--- config.mk ---
export PLATFORM = sky130hd
export DESIGN_NAME = can_tx_scheduler
export DESIGN_NICKNAME = d
export VERILOG_FILES = /design/src/rtl/can_tx_scheduler.sv
export SDC_FILE = /design/constraint.sdc
export NUM_CORES = 1
export LEC_CHECK = 0
export CORE_AREA = 2 2 256 132
export CTS_BUF_LIST = sky130_fd_sc_hd__clkbuf_2 sky130_fd_sc_hd__clkbuf_4 sky130_fd_sc_hd__clkbuf_8
export DETAILED_ROUTE_END_ITERATION = 7
export DIE_AREA = 0 0 258 134
export PLACE_DENSITY = 0.94
export SYNTH_ARGS = -nofsm -noshare
export SYNTH_HDL_FRONTEND = slang
export SYNTH_SLANG_ARGS = --single-unit
--- constraint.sdc ---
create_clock -name clk -period 18.9 [get_ports clk]
set_clock_uncertainty 0.2 [all_clocks]
set_input_delay 4.725 -clock clk [delete_from_list [all_inputs] [get_ports clk]]
set_output_delay 4.725 -clock clk [all_outputs]
set_load 0.02 [all_outputs]
--- src/rtl/can_tx_scheduler.sv ---
// CAN transmit mailbox scheduler: offers the lowest-ID pending frame to tx_container,
// tracks the txing handshake, retries on loss and reports done/fail per mailbox.
module can_tx_scheduler #(
  parameter int unsigned NUM_MB    = 4,
  parameter int unsigned IDXW      = 2,
  parameter int unsigned MAX_RETRY = 8,
  parameter int unsigned START_TMO = 1023
) (
  input  logic              clk,
  input  logic              RESET,
  input  logic              mb_wr,
  input  logic              mb_abort,
  input  logic [IDXW-1:0]   mb_idx,
  input  logic [10:0]       mb_id,
  input  logic [63:0]       mb_data,
  output logic [NUM_MB-1:0] mb_pending,
  output logic              wr_rej,
  output logic              done,
  output logic              fail,
  output logic [IDXW-1:0]   done_idx,
  output logic [10:0]       tx_address,
  output logic [63:0]       tx_data,
  output logic              send_data,
  input  logic              txing,
  input  logic              tx_ack,
  input  logic              tx_lost,
  output logic              busy
);

  localparam int unsigned TMOW = $clog2(START_TMO + 1);

  typedef enum logic [1:0] {IDLE, START, WAIT_BUSY, WAIT_DONE} state_t;

  state_t          state, state_n;
  logic [10:0]     id_q    [NUM_MB];
  logic [63:0]     data_q  [NUM_MB];
  logic [3:0]      retry_q [NUM_MB];
  logic [IDXW-1:0] act_q;
  logic [TMOW-1:0] tmo_q, tmo_n;

  logic            win_vld;
  logic [IDXW-1:0] win_idx;
  logic [10:0]     win_id;
  logic            latch, loss, ack_ok, drop, req, hit_act;
  logic [3:0]      ret_inc;

  // Lowest ID wins; strict compare in ascending index order keeps ties on the lowest index.
  always_comb begin
    win_vld = 1'b0;
    win_idx = '0;
    win_id  = '0;
    for (int i = 0; i < NUM_MB; i++) begin
      if (mb_pending[i] && (!win_vld || id_q[i] < win_id)) begin
        win_vld = 1'b1;
        win_idx = IDXW'(i);
        win_id  = id_q[i];
      end
    end
  end

  always_comb begin
    state_n = state;
    tmo_n   = tmo_q;
    latch   = 1'b0;
    loss    = 1'b0;
    ack_ok  = 1'b0;
    case (state)
      IDLE: begin
        if (win_vld && !txing) begin
          latch   = 1'b1;
          state_n = START;
        end
      end
      START: begin
        tmo_n   = '0;
        state_n = WAIT_BUSY;
      end
      WAIT_BUSY: begin
        if (txing) begin
          state_n = WAIT_DONE;
        end else if (tmo_q == TMOW'(START_TMO)) begin
          loss    = 1'b1;
          state_n = IDLE;
        end else begin
          tmo_n = tmo_q + TMOW'(1);
        end
      end
      WAIT_DONE: begin
        if (tx_ack) begin
          ack_ok  = 1'b1;
          state_n = IDLE;
        end else if (tx_lost || !txing) begin
          loss    = 1'b1;
          state_n = IDLE;
        end
      end
      default: state_n = IDLE;
    endcase
  end

  assign ret_inc = (retry_q[act_q] == 4'hF) ? 4'hF : retry_q[act_q] + 4'd1;
  assign drop    = loss && (ret_inc == 4'(MAX_RETRY));
  assign req     = mb_wr || mb_abort;
  // The winner being latched this cycle already counts as active.
  assign hit_act = ((state != IDLE) && (mb_idx == act_q)) || (latch && (mb_idx == win_idx));

  always_ff @(posedge clk or posedge RESET) begin
    if (RESET) begin
      state      <= IDLE;
      tmo_q      <= '0;
      act_q      <= '0;
      tx_address <= '0;
      tx_data    <= '0;
      send_data  <= 1'b0;
      busy       <= 1'b0;
      done       <= 1'b0;
      fail       <= 1'b0;
      done_idx   <= '0;
      wr_rej     <= 1'b0;
    end else begin
      state     <= state_n;
      tmo_q     <= tmo_n;
      send_data <= (state_n == START);
      busy      <= (state_n != IDLE);
      done      <= ack_ok;
      fail      <= drop;
      wr_rej    <= req && hit_act;
      if (ack_ok || drop) done_idx <= act_q;
      if (latch) begin
        act_q      <= win_idx;
        tx_address <= win_id;
        tx_data    <= data_q[win_idx];
      end
    end
  end

  // Mailbox storage; host writes never touch the active mailbox, so no conflict with FSM updates.
  always_ff @(posedge clk or posedge RESET) begin
    if (RESET) begin
      mb_pending <= '0;
      for (int i = 0; i < NUM_MB; i++) begin
        id_q[i]    <= '0;
        data_q[i]  <= '0;
        retry_q[i] <= '0;
      end
    end else begin
      for (int i = 0; i < NUM_MB; i++) begin
        if (ack_ok && act_q == IDXW'(i)) mb_pending[i] <= 1'b0;
        if (loss && act_q == IDXW'(i)) begin
          retry_q[i] <= ret_inc;
          if (drop) mb_pending[i] <= 1'b0;
        end
        if (req && !hit_act && mb_idx == IDXW'(i)) begin
          if (mb_abort) begin
            mb_pending[i] <= 1'b0;
          end else begin
            id_q[i]       <= mb_id;
            data_q[i]     <= mb_data;
            retry_q[i]    <= '0;
            mb_pending[i] <= 1'b1;
          end
        end
      end
    end
  end

endmodule
==> tab_implementation.tex <==
\begin{tabular}{lr}
\hline
Metric & Value \\
\hline
\multicolumn{2}{l}{\textbf{GRT}} \\
GR Util All Layers & 0.270 \\
Via count of the first global-routing pass & 13746 \\
Global-route wire length before repair & 73600 µm \\
Pin count of the biggest net entering global routing & 193 \\
Initial antenna violation count & 5 \\
Total congestion overflow & 0 \\
\multicolumn{2}{l}{\textbf{Detailed routing}} \\
Average vias per placed instance & 5.93 \\
Avg WL per Cell & 21.1 µm \\
Count of nets left with antenna violations after detail routing & 0 \\
First-pass DRT Iterations & 5 \\
Vias & 13019 \\
DRC violations left & 0 \\
Detailed router's first-iteration violation count & 1275 \\
Wire length after detailed routing & 46300 µm \\
\multicolumn{2}{l}{\textbf{Yosys}} \\
Count of unique library cells instantiated by Yosys & 54 \\
Cell accounting for the most synthesized area & dfrtp\_1 \\
Top cell type's share of synthesized area & 0.546 \\
Share of flip-flops with an asynchronous set or reset after synthesis & 1.00 \\
Mean instance size in the synthesized netlist & 12.1 µm² \\
Post-Syn Instances & 1572 \\
Portion of the post-synthesis area used by sequential elements & 0.546 \\
Post-Synthesis Cell Area & 19100 µm² \\
Post-synth top flop & dfrtp\_1 \\
Number of enable-type register cells in the synthesized netlist & 0 \\
Cell types with the largest area share after synthesis & dfrtp\_1 55\%, mux2\_2 10\%, mux2i\_1 8.1\%, mux2\_1 7.9\%, o21ai\_0 4.5\% \\
Syn\_nets & 1688 \\
\#FFs+latches synth & 416 \\
Warnings, synthesis & 0 \\
\multicolumn{2}{l}{\textbf{Critical path}} \\
Worst path max stage delay & 0.91 ns \\
CP Launch Point & mb\_pending[0]\$\_DFF\_PP0\_ \\
Timing endpoint of the critical path & data\_q[94]\$\_DFFE\_PP0P\_ \\
Reg2reg path depth & 28 \\
Largest fanout on the critical path & 81 \\
Critical Path Most Common Cell & buf\_4 \\
Worst setup EP type & register \\
Reg-to-reg critical path startpoint & mb\_pending[0]\$\_DFF\_PP0\_ \\
Cell with the biggest individual delay on the critical path & o311ai\_2 \\
Worst EP required & 19.15 ns \\
Crit Reg-Reg Endpoint & data\_q[94]\$\_DFFE\_PP0P\_ \\
Arrival time of the worst setup path & 11.33 ns \\
Startpoint type of the worst setup path & register \\
Reg2reg setup slack & 7.82 ns \\
Type of the worst setup path & reg2reg \\
\multicolumn{2}{l}{\textbf{STA}} \\
Max Fclk & 0.0903 GHz \\
Setup TNS & 0 ns \\
Minimum period implied by the final worst setup slack & 11.08 ns \\
Actual slew at the worst max-slew pin & 1.15 ns \\
Final Slew Violations & 0 \\
Total setup violations reported at the end of the flow & 0 \\
Slew margin rel. & 0.234 \\
Part of the cycle the worst path needs & 0.586 \\
Number of hold violations in the final report & 0 \\
Final worst setup slack & 7.82 ns \\
RSZ-0062 raised after global routing & no \\
Fin Hold WS & 0.280 ns \\
\multicolumn{2}{l}{\textbf{Worst hold path}} \\
Hold crit path type & reg2reg \\
\multicolumn{2}{l}{\textbf{Clocking}} \\
Buffers from clock root to sink, at most & 3 \\
Clock-pin transition on the worst setup and hold timing paths & 0.06 ns \\
Clock sink count & 416 \\
CTS HTree Levels & 2 \\
Clock latency on the worst-skew pair & 0.63 ns \\
Number of hold buffers added after cts & 0 \\
TritonCTS Buffers & 56 \\
CTS tree & yes \\
Clock Root Buffer & clkbuf\_8 \\
Setup repair bufs after CTS & 0 \\
Count of instances resized after the clock tree is built & 0 \\
\multicolumn{2}{l}{\textbf{Die}} \\
Total die area & 34600 µm² \\
Count of pins on the block boundary & 170 \\
Core Area & 32400 µm² \\
Die span in x & 258 µm \\
Initial Utilization & 0.589 \\
Die Y & 134 µm \\
Standard-cell row count & 47 \\
\multicolumn{2}{l}{\textbf{Place}} \\
Post-Place Setup Slack & 8.13 ns \\
GPL Wtd Cong & 0.903 \\
Final HPWL from detailed placement & 30000 µm \\
Total of buffers placed on input and output ports & 169 \\
Cell count after placement & 2094 \\
\multicolumn{2}{l}{\textbf{Power and ir drop}} \\
Worst ir drop on vdd & 0.132 mV \\
Pwr dens & 189 nW/µm² \\
Leakage power & 9.74 nW \\
\multicolumn{2}{l}{\textbf{Layout}} \\
Most frequent cells in the layout & 416 x dfrtp\_1, 198 x nand2\_1, 169 x o21ai\_0, 169 x mux2\_2, 169 x clkdlybuf4s50\_1 \\
Most common library cell in the layout ignoring fill and taps & dfrtp\_1 \\
Synthesis-to-finish area growth & 16.4\% \\
Proportion of layout cells with a drive suffix above 1 & 0.168 \\
Non-filler instance count after layout & 2195 \\
Final net count & 1827 \\
Final Util & 0.685 \\
\multicolumn{2}{l}{\textbf{Run}} \\
Maximum Capacitance Violations & 0 \\
\multicolumn{2}{l}{\textbf{Outcome}} \\
Outcome & complete, no violations \\
\hline
\end{tabular}
-- worst max-delay path: cells and delay by family, from the launching register on --
family	cells	cell delay, ns
adders and majority gates	3	0.97
DFF	1	0.85
buffers and inverters	5	2.62
AOI/OAI and AO/OA	10	3.25
muxes	2	0.63
and+or+nand+nor	8	2.29
-- kinds of logic after synthesis --
kind of cell    count (synthesis)  share of synthesized area
fa+ha+maj                      32                     0.0210
xor+xnor                        7                    0.00322
buf+inv                       116                     0.0278
flops                         416                      0.546
simple gates                  302                     0.0689
compound gates                238                     0.0688
mux                           461                      0.264
-- per-layer routing --
metal / GRT usage / part of all wire
met1: 0.377 / 0.44
met2: 0.424 / 0.46
met3: 0.0578 / 0.070
met4: 0.0912 / 0.029
met5: 0 / 0
-- Yosys cell counts (all sizes together), types with 6 or more instances --
cell / number
a21o: 8
a21oi: 32
and3: 8
buf: 47
clkbuf: 51
dfrtp: 416
ha: 32
inv: 18
mux2: 302
mux2i: 155
nand2: 198
nand3: 11
nand4: 7
nor2: 44
nor3: 7
o21ai: 170
or3: 8
xor2: 6
-- layout make-up --
| class | instances | area, µm² |
|---|---|---|
| Timing Repair Buffer | 179 | 1780 |
| Clock inverter | 11 | 80.1 |
| Antenna cell | 5 | 12.5 |
| Fill cell | 2171 | 10200 |
| Inverter | 18 | 75.1 |
| Sequential cell | 416 | 10400 |
| Multi-Input combinational cell | 1040 | 8170 |
| Clock buffer | 85 | 1120 |
| Tap cell | 441 | 552 |
-- registers in the layout, indices dropped and copies added, names as in the netlist --
signal and flops:
state 2, wr_rej 1, fail 1, retry_q 16
act_q 2, mb_pending 4, busy 1, done_idx 2
tmo_q 10, send_data 1, data_q 256, done 1
tx_address 11, id_q 44, tx_data 64
-- how the worst min path moves through the flow --
stage | slack [ns] | to | startpoint | cells past startpoint
after floorplan | 0.26 | data_q[192]$_DFFE_PP0P_ | data_q[192]$_DFFE_PP0P_ | 1
after global routing | 0.30 | data_q[213]$_DFFE_PP0P_ | data_q[213]$_DFFE_PP0P_ | 1
after detailed placement | 0.27 | tx_data[36]$_DFFE_PP0P_ | tx_data[36]$_DFFE_PP0P_ | 2
after global placement | 0.26 | tx_data[48]$_DFFE_PP0P_ | tx_data[48]$_DFFE_PP0P_ | 2
after CTS | 0.28 | tx_data[56]$_DFFE_PP0P_ | tx_data[56]$_DFFE_PP0P_ | 2
final | 0.28 | tx_data[56]$_DFFE_PP0P_ | tx_data[56]$_DFFE_PP0P_ | 2
-- power by group --
part	total, mW	internal, mW	switching, mW
clock network	0.723	0.390	0.333
logic	1.90	0.831	1.07
registers	1.58	1.30	0.280
-- metrics by stage --
stage / cell area (µm²) / total power, mW
final: 22200 / 4.20
after global routing: 22200 / 4.47
after CTS: 22200 / 4.19
after detailed placement: 21000 / 3.45
after global placement: 21000 / 3.32
after floorplan: 19100 / 2.82
Power figures use the tool's default switching activity.
